==> config.mk <==
export PLATFORM = sky130hd
export DESIGN_NAME = data_mem_arbiter
export DESIGN_NICKNAME = d
export VERILOG_FILES = /design/src/rtl/data_mem_arbiter.sv
export SDC_FILE = /design/constraint.sdc
export NUM_CORES = 1
export LEC_CHECK = 0
export BUFFER_PORTS_ARGS = -buffer_cell sky130_fd_sc_hd__buf_2
export CAP_MARGIN = 20
export CORE_AREA = 8 8 198 200
export DETAILED_ROUTE_END_ITERATION = 16
export DIE_AREA = 0 0 206 208
export GPL_ROUTABILITY_DRIVEN = 0
export PLACE_DENSITY = 0.63
export SYNTH_ARGS = -nofsm -noshare
export SYNTH_HDL_FRONTEND = slang
export SYNTH_SLANG_ARGS = --single-unit
==> constraint.sdc <==
create_clock -name clk -period 8.05 [get_ports clk]
set_clock_uncertainty 0.15 [all_clocks]
set_input_delay 0.805 -clock clk [delete_from_list [all_inputs] [get_ports clk]]
set_output_delay 0.805 -clock clk [all_outputs]
set_load 0.005 [all_outputs]
==> src/rtl/data_mem_arbiter.sv <==
// Two-port round-robin arbiter in front of the byte-addressed data memory.
// Each grant performs one checked 64-bit access and returns a registered ack/err/rdata.
module data_mem_arbiter #(
    parameter int ADDR_W    = 64,
    parameter int DATA_W    = 64,
    parameter int MEM_BYTES = 64
) (
    input  logic              clk,
    input  logic              rst_n,
    input  logic              req0,
    input  logic              req1,
    input  logic              we0,
    input  logic              we1,
    input  logic [ADDR_W-1:0] addr0,
    input  logic [ADDR_W-1:0] addr1,
    input  logic [DATA_W-1:0] wdata0,
    input  logic [DATA_W-1:0] wdata1,
    output logic              ack0,
    output logic              ack1,
    output logic              err,
    output logic [DATA_W-1:0] rdata,
    output logic              busy,
    output logic [ADDR_W-1:0] Mem_Addr,
    output logic [DATA_W-1:0] Write_Data,
    output logic              MemWrite,
    output logic              MemRead,
    input  logic [DATA_W-1:0] Read_Data
);

    // Handshake: a requester raises reqN with we/addr/wdata stable and holds it
    // until ackN pulses for one cycle; fields are latched at the grant edge, so
    // dropping reqN afterwards does not cancel the access. err and rdata are
    // only meaningful in the ack cycle.

    typedef enum logic [1:0] {
        ST_IDLE   = 2'd0,
        ST_ACCESS = 2'd1,
        ST_DONE   = 2'd2
    } state_t;

    state_t            r_state;
    logic              r_last_grant;
    logic              r_win;
    logic              r_ack0;
    logic              r_ack1;
    logic              r_err;
    logic [DATA_W-1:0] r_rdata;
    logic [ADDR_W-1:0] r_mem_addr;
    logic [DATA_W-1:0] r_wdata;
    logic              r_mem_write;
    logic              r_mem_read;

    logic              w_any;
    logic              w_pick1;
    logic              w_sel_we;
    logic [ADDR_W-1:0] w_sel_addr;
    logic [DATA_W-1:0] w_sel_wdata;
    logic [ADDR_W:0]   w_end;
    logic              w_legal;

    assign w_any       = req0 | req1;
    assign w_pick1     = req1 & (~req0 | ~r_last_grant);
    assign w_sel_we    = w_pick1 ? we1    : we0;
    assign w_sel_addr  = w_pick1 ? addr1  : addr0;
    assign w_sel_wdata = w_pick1 ? wdata1 : wdata0;

    // One extra bit so addresses near the top of the space cannot wrap into range.
    assign w_end   = {1'b0, w_sel_addr} + (ADDR_W+1)'(8);
    assign w_legal = (w_sel_addr[2:0] == 3'b000) && (w_end <= (ADDR_W+1)'(MEM_BYTES));

    always_ff @(posedge clk or negedge rst_n) begin
        if (!rst_n) begin
            r_state      <= ST_IDLE;
            r_last_grant <= 1'b1;
            r_win        <= 1'b0;
            r_ack0       <= 1'b0;
            r_ack1       <= 1'b0;
            r_err        <= 1'b0;
            r_rdata      <= '0;
            r_mem_addr   <= '0;
            r_wdata      <= '0;
            r_mem_write  <= 1'b0;
            r_mem_read   <= 1'b0;
        end else begin
            case (r_state)
                ST_IDLE: begin
                    r_ack0 <= 1'b0;
                    r_ack1 <= 1'b0;
                    r_err  <= 1'b0;
                    if (w_any) begin
                        r_win <= w_pick1;
                        if (req0 && req1) begin
                            r_last_grant <= w_pick1;
                        end
                        if (w_legal) begin
                            // Memory-facing registers only ever take legal addresses.
                            r_mem_addr  <= w_sel_addr;
                            r_wdata     <= w_sel_wdata;
                            r_mem_write <= w_sel_we;
                            r_mem_read  <= ~w_sel_we;
                            r_state     <= ST_ACCESS;
                        end else begin
                            r_ack0  <= ~w_pick1;
                            r_ack1  <= w_pick1;
                            r_err   <= 1'b1;
                            r_state <= ST_DONE;
                        end
                    end
                end
                ST_ACCESS: begin
                    if (r_mem_read) begin
                        r_rdata <= Read_Data;
                    end
                    r_mem_write <= 1'b0;
                    r_mem_read  <= 1'b0;
                    r_ack0      <= ~r_win;
                    r_ack1      <= r_win;
                    r_err       <= 1'b0;
                    r_state     <= ST_DONE;
                end
                ST_DONE: begin
                    r_ack0  <= 1'b0;
                    r_ack1  <= 1'b0;
                    r_err   <= 1'b0;
                    r_state <= ST_IDLE;
                end
                default: begin
                    r_ack0      <= 1'b0;
                    r_ack1      <= 1'b0;
                    r_err       <= 1'b0;
                    r_mem_write <= 1'b0;
                    r_mem_read  <= 1'b0;
                    r_state     <= ST_IDLE;
                end
            endcase
        end
    end

    assign ack0       = r_ack0;
    assign ack1       = r_ack1;
    assign err        = r_err;
    assign rdata      = r_rdata;
    assign busy       = (r_state != ST_IDLE);
    assign Mem_Addr   = r_mem_addr;
    assign Write_Data = r_wdata;
    assign MemWrite   = r_mem_write;
    assign MemRead    = r_mem_read;

    a_one_ack:      assert property (@(posedge clk) disable iff (!rst_n) !(ack0 && ack1));
    a_err_with_ack: assert property (@(posedge clk) disable iff (!rst_n) err |-> (ack0 || ack1));
    a_one_strobe:   assert property (@(posedge clk) disable iff (!rst_n) !(MemRead && MemWrite));

endmodule
# [After elaboration in Yosys (flattened, before gate mapping)]
# Cells that the tools add are included.
[totals] output_inout_bits=198 inputBits=326 regBits=201
[op_classes] magnitude_cmp=1 muxes=21 eq_ne=4 n_reduce_logical=10 bitwise_logic=9 add_sub_neg=1
[op_table] op="$mux 64" count=2
[op_table] op="$add 64x4->65 const B" count=1
[op_table] op="$le 65x7->1 const B" count=1
[op_table] op="$mux 1" count=12
[op_table] op="$reduce_and 3->1" count=3
[op_table] op="$pmux 1 s2" count=4
[op_table] op="$not 1->1" count=6
[op_table] op="$mux 2" count=2
[op_table] op="$ne 2x2->1 const B" count=2
[op_table] op="$pmux 2 s2" count=1
[op_table] op="$reduce_and 2->1" count=2
[op_table] op="$logic_not 3->1" count=1
[op_table] op="$eq 2x1->1 const B" count=1
[op_table] op="$eq 2x2->1 const B" count=1
[op_table] op="$logic_and 1x1->1" count=2
[op_table] op="$logic_not 2->1" count=1
[op_table] op="$or 1x1->1" count=2
[op_table] op="$reduce_bool 2->1" count=1
[op_table] op="$and 1x1->1" count=1

# [Depth between registers and ports, before layout]
[logic_depth] depth_word=10 depth_mapped=24

# [Worst setup path before layout]
# OpenSTA, ideal clock, no wires.
[synth_path] path_kind="in2reg" startpoint="input req1" endpoint="register r_wdata[35], in the netlist Write_Data[35]" arrival_time_ps=6234 setup_ps=127 slack_ps=1539 t_required_ps=7773 path_stages=24 path_cell_list="a21boi_1 buf_2 buf_2 buf_2 buf_2 buf_2 buf_2 clkbuf_1 clkbuf_1 nand2_1 nand2_1 ha_1 nand3_1 or4_1 a222oi_1 nand2_1 xor2_1 a2111o_1 nor4_1 nand4_1 nor3_2 buf_4 buf_6 mux2_1"
[synth_via] elab_chain_cells=6
[synth_lines] item="from (decl)" line_no="11" text="input logic req1,"
[synth_lines] item="$and 1x1->1" line_no="62" text="assign w_pick1 = req1 & (~req0 | ~r_last_grant);"
[synth_lines] item="$mux 64" line_no="64" text="assign w_sel_addr = w_pick1 ? addr1 : addr0;"
[synth_lines] item="net w_sel_addr[4]" line_no="56" text="logic [ADDR_W-1:0] w_sel_addr;"
[synth_lines] item="$add 64x4->65" line_no="68" text="assign w_end = {1'b0, w_sel_addr} + (ADDR_W+1)'(8);"
[synth_lines] item="$le 65x7->1" line_no="69" text="assign w_legal = (w_sel_addr[2:0] == 3'b000) && (w_end <= (ADDR_W+1)'(MEM_BYTES));"
[synth_lines] item="$logic_and 1x1->1" line_no="69"
[synth_lines] item="$reduce_and 3->1 (no source line)"
[synth_lines] item="to (signal assigned)" line_no="98" text="r_wdata <= w_sel_wdata;"
[synth_lines] item="to (decl)" line_no="49" text="logic [DATA_W-1:0] r_wdata;"
# The timed path passes the listed nets, and every way through them passes these cells.
# A chain may end at the register's enable or synchronous reset.

# [Final worst setup path]
[layout_path] startpoint="register r_last_grant" endpoint="register r_wdata[16], in the netlist Write_Data[16]"
[layout_via] elab_chain_cells=8
[layout_lines] item="from (decl)" line_no="42" text="logic r_last_grant;"
[layout_lines] item="from (signal assigned)" line_no="93" text="r_last_grant <= w_pick1;"
[layout_lines] item="$not 1->1" line_no="62"
[layout_lines] item="$or 1x1->1" line_no="62"
[layout_lines] item="$and 1x1->1" line_no="62"
[layout_lines] item="$mux 64" line_no="64"
[layout_lines] item="net w_sel_addr[3]" line_no="56"
[layout_lines] item="$add 64x4->65" line_no="68"
[layout_lines] item="$le 65x7->1" line_no="69"
[layout_lines] item="$logic_and 1x1->1" line_no="69"
[layout_lines] item="$reduce_and 3->1 (no source line)"
# The timed path passes the listed nets, and every way through them passes these cells.

==> impl_metrics.tcl <==
set metrics [dict create \
    die_area_mm2 0.0428 \
    ios 524 \
    crit_path_end_kind "flop" \
    grt_first_pass_wirelength_um 69200 \
    cts_max_level 1 \
    power_density_mw_per_mm2 177 \
    clkSinkCount 201 \
    worst_ep_arrival_time_ns 6.42 \
    fmax_mhz 162 \
    synth_seq_area_share 0.447 \
    die_y_um 208 \
    ctsResizeCount 0 \
    rows 70 \
    clkLatencyLatePin_ns 0.51 \
    maxCapViolCount 0 \
    synth_ff_type "dfrtp_1" \
    rsz0062_at_grt "no" \
    finalSetupTns_ns 0 \
    worst_pin_slew_ns 1.03 \
    crit_required_ns 8.28 \
    synth-edff-count 0 \
    cts_setup_buffers 0 \
    wl_um 46300 \
    slew_headroom 0.313 \
    syn_inst 1172 \
    cp-start-kind "flop" \
    power.leakage_nw 7.97 \
    grt_pass1_vias 11500 \
    grt_max_degree 89 \
    final_hold_viol_count 0 \
    antenna_found_initial 5 \
    drt_iter0_drc 794 \
    synth_area_per_cell_um2 9.60 \
    ant_nets 0 \
    netlist_area_mm2 0.0112 \
    finalMaxSlewViolations 0 \
    yosysTopAreaCell "dfrtp_1" \
    worstPathMaxFanout 47 \
    synth_top_area_frac 0.445 \
    cts_tree "yes" \
    synth_cell_types 68 \
    p_total_mw 2.69 \
    numCtsBuffers 23 \
    setup_viol 0 \
    yosysWarnings 0 \
    dr_total_vias 11300 \
    vias_per_cell 5.22 \
    die_w_um 206 \
    irDropWorstVdd_mv 0.170 \
    ys_ff_latch 201 \
    port_buffers 523 \
    clkTransAtPathRegs_ns 0.06 \
    fin_crit_ns 6.18 \
    grt.overflow.total 0 \
    yosysMostFrequentCell "nand2_1" \
    remaining_drc_errors 0 \
    syn2layout_area_growth_pct 34.9 \
    status "finished clean" \
    coreArea_mm2 0.0361 \
    initial_utilization 0.312 \
    grt_usage 0.204 \
    drive_gt1_frac 0.415 \
    clk_path_buf_depth 3 \
    async_reset_ff_frac 1.00 \
    crit_type "reg -> reg" \
    synth_fp_nets 1499 \
    post-dp-hpwl_um 37100 \
    fin_crit_sh 0.768 \
    root_buffer "clkbuf_16" \
    final_nets 2001 \
    synth_area_leaders "dfrtp_1 44%, mux2_2 11%, nand2_1 9.0%" \
    cts_hold_buf 0 \
    synthTopCellsByCount "270 x nand2_1, 200 x dfrtp_1, 110 x mux2_2" \
    min_path_type "in -> async" \
    first_pass_iters 6 \
    wl_per_cell_um 21.4 \
]
[power by group]
part           total (mW)  switching [mW]  leakage [nW]  internal (mW)
logic               0.514           0.320          4.92          0.195
registers            1.05          0.0145          2.64           1.04
clock network        1.13           0.418         0.407          0.709
[worst max-delay path, stage by stage, from the launching register on]
cell and delay, ns:
dfstp_2 0.58, a21bo_4 0.51, mux2_2 0.29, ha_1 0.21, nand3_1 0.21, or4_1 0.56
a222oi_1 0.95, nand2_1 0.14, xor2_1 0.21, a2111o_1 0.38, nor4_1 0.23, nand4_1 0.36
nor3_4 0.33, buf_4 0.50, mux2_2 0.40
[metal layers]
metal	vias to the layer above	part of all wire	track usage
met5	-	0	0
met4	0	0.030	0.0592
met3	95	0.11	0.0673
met2	579	0.50	0.358
met1	5394	0.36	0.232
li1	5222	-	-
[cells in the final DEF (no fill, tap or decap), drive strengths merged, types with 4 or more instances in the layout]
master	Yosys	routed
a31o	4	4
or4	16	16
nor2	31	31
and2	7	7
nor3	38	38
a31oi	12	12
mux2i	34	34
clkbuf	29	35
a222oi	5	5
or3	9	9
and4	9	9
dfrtp	200	200
o32ai	4	4
xor2	10	10
o211ai	6	6
o21ai	17	17
a22oi	9	9
nand4	39	39
o2111ai	5	5
nor4	10	10
nor3b	5	5
mux2	137	137
nand3	47	47
xnor2	20	20
a22o	4	4
a211oi	5	5
a21oi	12	12
nand2	270	270
and3	13	13
nor2b	60	60
inv	12	12
nor4b	7	7
buf	30	535
o22ai	10	10
[metrics by stage]
step           worst slack [ns]  cells  hold WS (ns)  instance area, um^2  utilization
4_1_cts                    1.95   2157         0.204                15100        0.420
2_1_floorplan              1.54   1172         0.287                11200            -
5_1_grt                    1.56   2161         0.234                15200        0.421
6_report                   1.87   2161         0.184                15200        0.421
3_3_place_gp               1.68   2116         0.314                14300        0.397
3_5_place_dp               1.58   2116         0.313                14300        0.397
[state kept, by name, summed over array words and instances (netlist names)]
name and cells:
Mem_Addr 64, Write_Data 64, rdata 64, r_state 2, MemRead 1, MemWrite 1, ack0 1, ack1 1
err 1, r_last_grant 1, r_win 1
[area by class of cell]
type | instances | area (um^2)
sequential | 201 | 5030
timing repair buffer | 536 | 2760
antenna | 3 | 7.51
multi-input combinational | 900 | 5920
inverter | 12 | 45.0
clock buffer | 34 | 717
tap | 468 | 586
clock inverter | 7 | 115
fill | 3610 | 20900
[cells by family after synthesis]
logic type / Yosys count / share of synthesized area
XOR/XNOR: 30 / 0.0234
adder cells (fa/ha/maj): 1 / 0.00111
multiplexers: 171 / 0.167
flip-flops: 201 / 0.447
AO/OA/AOI/OAI: 126 / 0.0825
AND/OR/NAND/NOR: 572 / 0.250
buffers and inverters: 71 / 0.0286
[worst paths after layout]
path,startpoint,endpoint,slack (ns),cells past startpoint
max in group asynchronous,rst_n,MemWrite,6.47,2
setup / recovery,r_last_grant,Write_Data[16],1.87,14
min in group clk,Write_Data[54],Write_Data[54],0.33,1
setup reg to reg,r_last_grant,Write_Data[16],1.87,14
hold reg to reg,Write_Data[54],Write_Data[54],0.33,1
hold / removal,rst_n,Write_Data[45],0.18,1
Note: power is estimated with default switching activity, not from simulation.
